$ cat config.mk
export PLATFORM = sky130hd
export DESIGN_NAME = ovf_sat_accumulator
export DESIGN_NICKNAME = d
export VERILOG_FILES = /design/src/rtl/ovf_pkg.sv /design/src/rtl/ovf_add_check.sv /design/src/rtl/ovf_sat_accumulator.sv
export SDC_FILE = /design/constraint.sdc
export NUM_CORES = 1
export LEC_CHECK = 0
export ABC_AREA = 1
export CAP_MARGIN = 20
export CORE_ASPECT_RATIO = 0.8
export CORE_UTILIZATION = 40
export DETAILED_ROUTE_END_ITERATION = 8
export PLACE_DENSITY_LB_ADDON = 0.05
export REMOVE_ABC_BUFFERS = 1
export SLEW_MARGIN = 25
export SYNTH_ARGS = -nofsm -noshare
export SYNTH_HDL_FRONTEND = slang
export SYNTH_SLANG_ARGS = --single-unit
$ cat constraint.sdc
create_clock -name clk -period 2.68 [get_ports clk]
set_input_delay 0.67 -clock clk [delete_from_list [all_inputs] [get_ports clk]]
set_output_delay 0.67 -clock clk [all_outputs]
set_load 0.005 [all_outputs]
$ cat src/rtl/ovf_pkg.sv
// Shared definitions for the overflow-guarded accumulator: FSM state
// encodings and constant functions that build the saturation limits for any
// operand width up to SAT_W bits.
package ovf_pkg;

  typedef enum logic [1:0] {
    ST_IDLE = 2'd0,
    ST_ACC  = 2'd1,
    ST_HOLD = 2'd2
  } state_e;

  localparam int SAT_W = 64;

  // Largest unsigned value of an n-bit word: all ones.
  function automatic logic [SAT_W-1:0] sat_max_u(input int n);
    logic [SAT_W-1:0] r;
    r = '0;
    for (int i = 0; i < SAT_W; i++) begin
      if (i < n) r[i] = 1'b1;
      else       r[i] = 1'b0;
    end
    return r;
  endfunction

  // Most positive two's-complement value of an n-bit word: 0111...1.
  function automatic logic [SAT_W-1:0] sat_max_s(input int n);
    logic [SAT_W-1:0] r;
    r = '0;
    for (int i = 0; i < SAT_W; i++) begin
      if (i < n - 1) r[i] = 1'b1;
      else           r[i] = 1'b0;
    end
    return r;
  endfunction

  // Most negative two's-complement value of an n-bit word: 1000...0.
  function automatic logic [SAT_W-1:0] sat_min_s(input int n);
    logic [SAT_W-1:0] r;
    r = '0;
    for (int i = 0; i < SAT_W; i++) begin
      if (i == n - 1) r[i] = 1'b1;
      else            r[i] = 1'b0;
    end
    return r;
  endfunction

endpackage

$ cat src/rtl/ovf_add_check.sv
// Combinational N-bit adder with overflow detection. The unsigned rule flags
// a carry out of the top bit; the signed rule flags two same-sign operands
// whose sum has the opposite sign.
module ovf_add_check #(
  parameter int N = 8
) (
  input  logic [N-1:0] acc,
  input  logic [N-1:0] operand,
  input  logic         is_signed,
  output logic [N-1:0] raw,
  output logic         ovf
);

  logic [N:0] full_sum_s;

  // Add with one extra bit to capture the carry, then pick the overflow rule.
  always_comb begin
    full_sum_s = {1'b0, acc} + {1'b0, operand};
    raw        = full_sum_s[N-1:0];
    if (is_signed) begin
      ovf = (acc[N-1] == operand[N-1]) && (full_sum_s[N-1] != acc[N-1]);
    end else begin
      ovf = full_sum_s[N];
    end
  end

endmodule

$ cat src/rtl/ovf_sat_accumulator.sv
// Burst accumulator: takes a counted burst of operands over valid/ready,
// sums them with per-burst signed/unsigned overflow detection and optional
// saturation, then holds the result on a valid/ready output.
module ovf_sat_accumulator
  import ovf_pkg::*;
#(
  parameter int N     = 8,
  parameter int CNT_W = 8,
  parameter int OVC_W = 4
) (
  input  logic             clk,
  input  logic             rst,
  input  logic             start,
  input  logic [CNT_W-1:0] len,
  input  logic             is_signed,
  input  logic             sat_en,
  input  logic             in_valid,
  output logic             in_ready,
  input  logic [N-1:0]     in_data,
  output logic             out_valid,
  input  logic             out_ready,
  output logic [N-1:0]     out_sum,
  output logic             ovf_sticky,
  output logic [OVC_W-1:0] ovf_count,
  output logic             busy
);

  localparam logic [N-1:0]     SAT_MAX_U = N'(sat_max_u(N));
  localparam logic [N-1:0]     SAT_MAX_S = N'(sat_max_s(N));
  localparam logic [N-1:0]     SAT_MIN_S = N'(sat_min_s(N));
  localparam logic [OVC_W-1:0] OVC_MAX   = {OVC_W{1'b1}};

  state_e           state_r, state_s;
  logic [N-1:0]     acc_r, acc_s;
  logic [CNT_W-1:0] remaining_r, remaining_s;
  logic             is_signed_r, is_signed_s;
  logic             sat_en_r, sat_en_s;
  logic             sticky_r, sticky_s;
  logic [OVC_W-1:0] count_r, count_s;
  logic             in_ready_r, out_valid_r, busy_r;
  logic [N-1:0]     raw_s;
  logic             ovf_s;
  logic             accept_s;

  ovf_add_check #(.N(N)) u_add_check (
    .acc       (acc_r),
    .operand   (in_data),
    .is_signed (is_signed_r),
    .raw       (raw_s),
    .ovf       (ovf_s)
  );

  assign accept_s = in_valid & in_ready_r;

  // Next-state and datapath update: sequencing, saturation mux, counters.
  always_comb begin
    state_s     = state_r;
    acc_s       = acc_r;
    remaining_s = remaining_r;
    is_signed_s = is_signed_r;
    sat_en_s    = sat_en_r;
    sticky_s    = sticky_r;
    count_s     = count_r;
    case (state_r)
      ST_IDLE: begin
        if (start) begin
          is_signed_s = is_signed;
          sat_en_s    = sat_en;
          acc_s       = '0;
          sticky_s    = 1'b0;
          count_s     = '0;
          remaining_s = len;
          if (len == '0) state_s = ST_HOLD;
          else           state_s = ST_ACC;
        end else begin
          state_s = ST_IDLE;
        end
      end
      ST_ACC: begin
        if (accept_s) begin
          if (ovf_s && sat_en_r) begin
            if (!is_signed_r)   acc_s = SAT_MAX_U;
            else if (acc_r[N-1]) acc_s = SAT_MIN_S;
            else                 acc_s = SAT_MAX_S;
          end else begin
            acc_s = raw_s;
          end
          if (ovf_s) begin
            sticky_s = 1'b1;
            if (count_r != OVC_MAX) count_s = count_r + OVC_W'(1'b1);
            else                    count_s = count_r;
          end else begin
            sticky_s = sticky_r;
          end
          remaining_s = remaining_r - CNT_W'(1'b1);
          if (remaining_r == CNT_W'(1'b1)) state_s = ST_HOLD;
          else                             state_s = ST_ACC;
        end else begin
          state_s = ST_ACC;
        end
      end
      ST_HOLD: begin
        if (out_ready) state_s = ST_IDLE;
        else           state_s = ST_HOLD;
      end
      default: begin
        state_s = ST_IDLE;
      end
    endcase
  end

  // State, datapath and Moore-decoded output registers.
  always_ff @(posedge clk or posedge rst) begin
    if (rst) begin
      state_r     <= ST_IDLE;
      acc_r       <= '0;
      remaining_r <= '0;
      is_signed_r <= 1'b0;
      sat_en_r    <= 1'b0;
      sticky_r    <= 1'b0;
      count_r     <= '0;
      in_ready_r  <= 1'b0;
      out_valid_r <= 1'b0;
      busy_r      <= 1'b0;
    end else begin
      state_r     <= state_s;
      acc_r       <= acc_s;
      remaining_r <= remaining_s;
      is_signed_r <= is_signed_s;
      sat_en_r    <= sat_en_s;
      sticky_r    <= sticky_s;
      count_r     <= count_s;
      in_ready_r  <= (state_s == ST_ACC);
      out_valid_r <= (state_s == ST_HOLD);
      busy_r      <= (state_s != ST_IDLE);
    end
  end

  assign in_ready   = in_ready_r;
  assign out_valid  = out_valid_r;
  assign busy       = busy_r;
  assign out_sum    = acc_r;
  assign ovf_sticky = sticky_r;
  assign ovf_count  = count_r;

endmodule

==> qor.csv, run 1 <==
metric;value;unit
synth_area;1932;sq um
htreeDepth;1;
p_leak;1.212;nW
synth-async-reset-ratio;100.0;%
path_cells;clkdlybuf4s50_1 -> ha_1 -> fa_1 -> nand2_1 -> inv_1 -> o21ai_1 -> nand2_1 -> nand3_1 -> nand3_4 -> nand3_4 -> nand2_2 -> nand2_1 -> nand2_1 -> nand2_1 -> inv_1;
antenna_found_initial;0;
synth-seq-cells;28;
io_buffers;38;
drtAntennaViolNets;0;
finalPower;0.002727;W
cts_num_sinks;28;
peakVddDrop;0.4976;mV
layout_setup_ws;0.1829;ns
period_share;93.18;%
die_x;79.70;um
synthXorXnorAreaFrac;3.174;%
hold_viol;0;
worst_pin_slew;0.3706;ns
crit_type;input port to flop;
cts_buffers;3;
core;4624;sq um
hpwl;3.175;mm
drive_gt1_share;11.85;%
num_rows;22;
root_buffer;clkbuf_8;
worst-path-max-fanout;8;
synth-compound-area-share;11.08;%
clock_latency;0.29;ns
ctsResizeCount;0;
path_buf_inv;3;
synth_warnings;0;
gp_congestion;0.8320;
diodes;0;
initial_utilization;41.77;%
ctsHoldBuffers;0;
fin_cells;347;
synth_fa_ha_area_share;8.161;%
num_vias;1665;
post-cts-setup-buffers;0;
via_per_inst;4.798;
synthToLayoutAreaGrowth;27.40;%
ys.flop_type;dfrtp_1;
fin_skew;0.01052;ns
critPathMaxStageDelay;0.40;ns
final_area;2461;sq um
grt_max_degree;29;
worst_slew_margin_rel;75.29;%
synth-simple-area-share;33.68;%
drc_errors;0;
start_kind;input port;
status;complete, no violations;
rsz0062_at_grt;no;
critPathArrivalTime;2.68;ns
yosysSeqAreaShare;36.27;%
power_density;1108;nW/um^2
die_y;64.16;um
nets;323;
grt-ovfl-total;0;
synth_cells;245;
wl;4.147;mm
clk_pin_slew;0.11;ns
final_cell_mix;nand2_1 (67), clkdlybuf4s50_1 (38), inv_1 (30), dfrtp_1 (28), nor2_1 (19);
final_common_cell;nand2_1;
synth-edff-count;0;
setup_viol;0;
track_usage;19.08;%
io_pins;39;
dp_cells;343;
critPathSlowestCell;clkdlybuf4s50_1;
path_delay_family;simple AND/OR/NAND/NOR gates;
avgSynthCellArea;7.885;sq um
cts_buffer_depth;2;
maxSlewViolCount;0;
firstDrtPassIters;4;
post_drt_wl_per_cell;11.95;um
synth_mux_area_share;0;%
critPathMostFrequentCell;nand2_1;
synth.distinct_cells;37;
grt_pass1_vias;1546;
cp.required;2.87;ns
grt_pass1_wl;7.534;mm
hold_class;flop to flop;
layout_min_cycle_time;2.497;ns
place_area;2390;sq um
die-area;5114;sq um
place_ws;-0.1226;ns
max_freq;400.5;MHz
synth_top_family_by_area;simple AND/OR/NAND/NOR gates;
end_kind;flop;
cap_violations;0;
tritoncts;done;
drt_iter0_markers;90;
-- through the flow --
stage	utilization, %	setup TNS, ns	hold WS [ns]
after detailed placement	51.68	-0.9441	0.4904
after global placement	51.68	-0.2232	0.4852
after global routing	53.22	0	0.5388
final	53.22	0	0.5166
after CTS	53.22	0	0.5162
after floorplan	-	0	0.4874
-- cells by family after synthesis --
kind of cell,Yosys count
DFF,28
and+or+nand+nor,126
AOI/OAI and AO/OA,36
adders and majority gates,12
buffers and inverters,36
xor gates and xnor gates,7
-- final timing paths --
path	startpoint	to	slack, ns	cells past startpoint
worst max-delay path	in_data[0]	out_sum[7]	0.18	15
worst min-delay path	ovf_sticky	ovf_sticky	0.52	1
worst max register to register	out_sum[0]	out_sum[7]	0.56	14
worst min register to register	ovf_sticky	ovf_sticky	0.52	1
max in group asynchronous	rst	remaining_r[0]	1.67	3
min in group asynchronous	rst	remaining_r[3]	0.74	3
-- worst reg2reg max path: cells and delay by family (launching register included) --
family                   cells  cell delay [ns]
buffers and inverters        2             0.07
AO/OA/AOI/OAI                1             0.14
AND/OR/NAND/NOR              9             0.79
adder cells (fa/ha/maj)      2             0.61
flip-flops                   1             0.42
-- registers in the layout, summed over array words and instances (netlist names) --
register     cells
busy             1
in_ready         1
is_signed_r      1
out_sum          8
out_valid        1
ovf_count        4
ovf_sticky       1
remaining_r      8
sat_en_r         1
state_r          2
-- synthesized netlist by cell type, drive strengths merged (2+ instances only) --
cell type	count	area, sq um
a21oi	9	52.55
buf	4	27.52
dfrtp	28	700.7
ha	11	137.6
inv	32	120.1
nand2	77	324.1
nand3	15	117.6
nand4	5	46.29
nor2	22	113.9
nor4	2	12.51
o211ai	3	22.52
o21ai	15	75.07
o22ai	4	25.02
or2	3	18.77
xnor2	2	17.52
xor2	5	43.79
-- metal layers --
layer / global-route usage [%] / vias to the layer above / share of wire (%)
met4: 5.682 / 0 / 0.94
met5: 0 / - / 0
li1: - / 884 / -
met2: 25.21 / 37 / 41
met3: 3.571 / 5 / 3.6
met1: 30.33 / 739 / 55
-- final cells by class --
| class | count | area, sq um |
|---|---|---|
| clock inverters | 1 | 30.03 |
| flip-flops and latches | 28 | 700.7 |
| clock buffers | 3 | 41.29 |
| repair buffers | 42 | 410.4 |
| inverters | 32 | 120.1 |
| fillers | 451 | 2163 |
| well taps | 60 | 75.07 |
| multi-input cells | 181 | 1084 |
-- power by group --
part | switching (W) | total (W) | internal (W)
Sequential | 0.000173 | 0.000779 | 0.000606
Clock | 0.000146 | 0.000347 | 0.000200
Combinational | 0.000880 | 0.00160 | 0.000721
Power figures use the tool's default switching activity.
==> run 2: changes to the inputs <==
- ABC_AREA: 1 -> unset
- TNS_END_PERCENT: unset -> 100
==> run 2 against run 1 <==
  * Sequential share of layout area fell by 0.51 points
  * Clock skew fell by 0.0044 ns
  * Final cell count fell by 10%
  * Global-route usage rose by 0.88 points
  * Die area fell by 5.9%
  * Flip-flop and latch count did not move
  * Critical path depth fell by 7
  * Power rose by 3.0%
  * Largest cell class unchanged
==> qor.csv, run 2 <==
metric;value;unit;change
status;complete, no violations;;
antenna_found_initial;0;;unchanged
post-synth-top-count-cell;nand2_1;;
worst_pin_slew;0.4463;ns;+0.07566 ns
fin_skew;0.006162;ns;-0.004362 ns
io_buffers;38;;unchanged
die_y;62.24;um;-3.0%
final_common_cell;clkdlybuf4s50_1;;
die-area;4810;sq um;-5.9%
layout_min_cycle_time;2.588;ns;+0.09111 ns
ctsHoldBuffers;0;;unchanged
hold_class;flop to flop;;
grt_pass1_wl;7.700;mm;+2.2%
clock_latency;0.28;ns;about the same
wl;4.516;mm;+8.9%
worst-path-max-fanout;6;;-2
grt.busiest_layer;met2;;
num_vias;1723;;+3.5%
use_met2;33.19;%;+8.0 points
yosys-top-cells-count;nand2_1 (31), dfrtp_1 (28), a21oi_1 (18);;
start_kind;input port;;
maxSlewViolCount;0;;unchanged
ys.flop_type;dfrtp_1;;
htreeDepth;1;;unchanged
crit_type;input port to flop;;
period_share;96.57;%;+3.4 points
global_route.usage.met1;26.57;%;-3.8 points
gp_congestion;0.8219;;-1.2%
rrSetupSlack;0.34;ns;-0.22 ns
hpwl;3.439;mm;+8.3%
worst_slew_margin_rel;69.83;%;-5.5 points
rr_startpoint;out_sum[1];;
synth_cells;199;;-19%
rsz0062_at_grt;no;;
hold_start;ovf_sticky;;
cts_num_sinks;28;;unchanged
via_per_inst;5.540;;+15%
synth-seq-cells;28;;unchanged
synth-async-reset-ratio;100.0;%;unchanged
cp.required;2.87;ns;about the same
final_area;2506;sq um;+1.8%
clk_pin_slew;0.10;ns;about the same
die_x;77.30;um;-3.0%
drc_errors;0;;unchanged
drtAntennaViolNets;0;;unchanged
initial_utilization;42.62;%;+0.85 points
diodes;0;;unchanged
peakVddDrop;0.4437;mV;-11%
drt_iter0_markers;37;;-59%
grt_pass1_vias;1672;;+8.2%
synth.distinct_cells;48;;+30%
power_density;1121;nW/um^2;+1.2%
post_drt_wl_per_cell;14.52;um;+22%
firstDrtPassIters;4;;unchanged
num_rows;21;;-4.5%
setup_viol;0;;unchanged
root_buffer;clkbuf_8;;
p_leak;1.121;nW;-7.5%
dp_cells;304;;-11%
fin_cells;311;;-10%
avgSynthCellArea;9.117;sq um;+16%
hold_viol;0;;unchanged
grt-ovfl-total;0;;unchanged
io_pins;39;;unchanged
critPathArrivalTime;2.78;ns;+0.10 ns
end_kind;flop;;
tritoncts;done;;
synth_area;1814;sq um;-6.1%
max_freq;386.4;MHz;-3.5%
core;4257;sq um;-8.0%
place_area;2362;sq um;-1.2%
synthToLayoutAreaGrowth;38.14;%;
grt_use_met3;4.412;%;+0.84 points
nets;290;;-10%
synth-edff-count;0;;unchanged
whs;0.5341;ns;+0.01750 ns
finalSetupTns;0;ns;unchanged
cts_buffers;3;;unchanged
cts_buffer_depth;2;;unchanged
grt_max_degree;29;;unchanged
synth.top_cell.area_share;38.62;%;+2.4 points
drive_gt1_share;18.11;%;+6.3 points
track_usage;19.96;%;+0.88 points
final_cell_mix;clkdlybuf4s50_1 (36), nand2_1 (30), dfrtp_1 (28), buf_4 (20), a21oi_1 (18);;
synth_warnings;0;;unchanged
cap_violations;0;;unchanged
synth.largest_area_cell;dfrtp_1;;
yosysSeqAreaShare;38.62;%;+2.4 points
setup.worst_path.start;in_data[2];;
synth.area.top_cells;dfrtp_1 (39%), ha_1 (7.6%), nand2_1 (6.4%), a21oi_1 (5.0%), o21ai_0 (3.0%);;
-- run 2: cell types whose count changed after synthesis, moves of 4 or more --
cell,previous run,this run
a21oi_1,7,18
a22oi_1,0,7
inv_1,30,5
nand2_1,67,31
nand2_2,8,1
nor2_1,19,14
o22ai_1,4,0
xor2_1,5,1
-- run 2: area by class of cell --
| cell class | instances | area (sq um) |
|---|---|---|
| Timing Repair Buffer | 58 | 535.5 |
| Inverter | 5 | 18.77 |
| Fill cell | 391 | 1750 |
| Multi-Input combinational cell | 159 | 1125 |
| Clock buffer | 4 | 55.05 |
| Tap cell | 57 | 71.32 |
| Sequential cell | 28 | 700.7 |
-- run 2: timing repair --
item,4_1_cts,5_1_grt
pin swaps,5,14
buffers inserted,0,3
resized for setup,6,6
endpoints found under the setup margin,12,11
-- run 2: kinds of logic after synthesis --
kind of cell | share of synthesized area, %
flip-flops | 38.62
buffers and inverters | 2.759
AND/OR/NAND/NOR | 22.21
AO/OA/AOI/OAI | 24.83
adder cells (fa/ha/maj) | 8.690
XOR/XNOR | 2.897
-- run 2: path summary, 6_finish.rpt --
kind	to	cells past startpoint
setup / recovery	ovf_count[3]	8
max in group asynchronous	remaining_r[1]	3
setup reg to reg	ovf_count[3]	7
min in group asynchronous	state_r[1]	3
hold reg to reg	ovf_sticky	2
hold / removal	ovf_sticky	2
-- run 2: critical path: stages --
cell and delay, ns:
clkdlybuf4s50_1 0.51, ha_4 0.22, o211a_1 0.23, a21oi_2 0.17, a21oi_2 0.09, o311ai_4 0.44
nand2_2 0.18, o32ai_2 0.27
-- run 2: per-layer routing --
metal	part of all wire [%]	up-vias	wire length (um)
met5	0	-	0
met4	1.2	0	53
met3	4.9	8	220
met2	47	44	2129
met1	47	829	2114
li1	-	842	-
-- run 2: stage by stage --
step                utilization [%]  setup slack [ns]  power, W
CTS                           57.64         -0.003763  0.002744
global route                  58.88          0.009361  0.003054
detailed placement            55.50           -0.4074  0.002412
global placement              55.50           -0.3398  0.002352
floorplan                         -            0.1104  0.001779
finish                        58.88           0.09180  0.002810
-- run 2: power breakdown --
part | switching [W] | internal, W
combinational | 0.000832 | 0.000899
clock | 0.000133 | 0.000132
sequential | 0.000210 | 0.000605
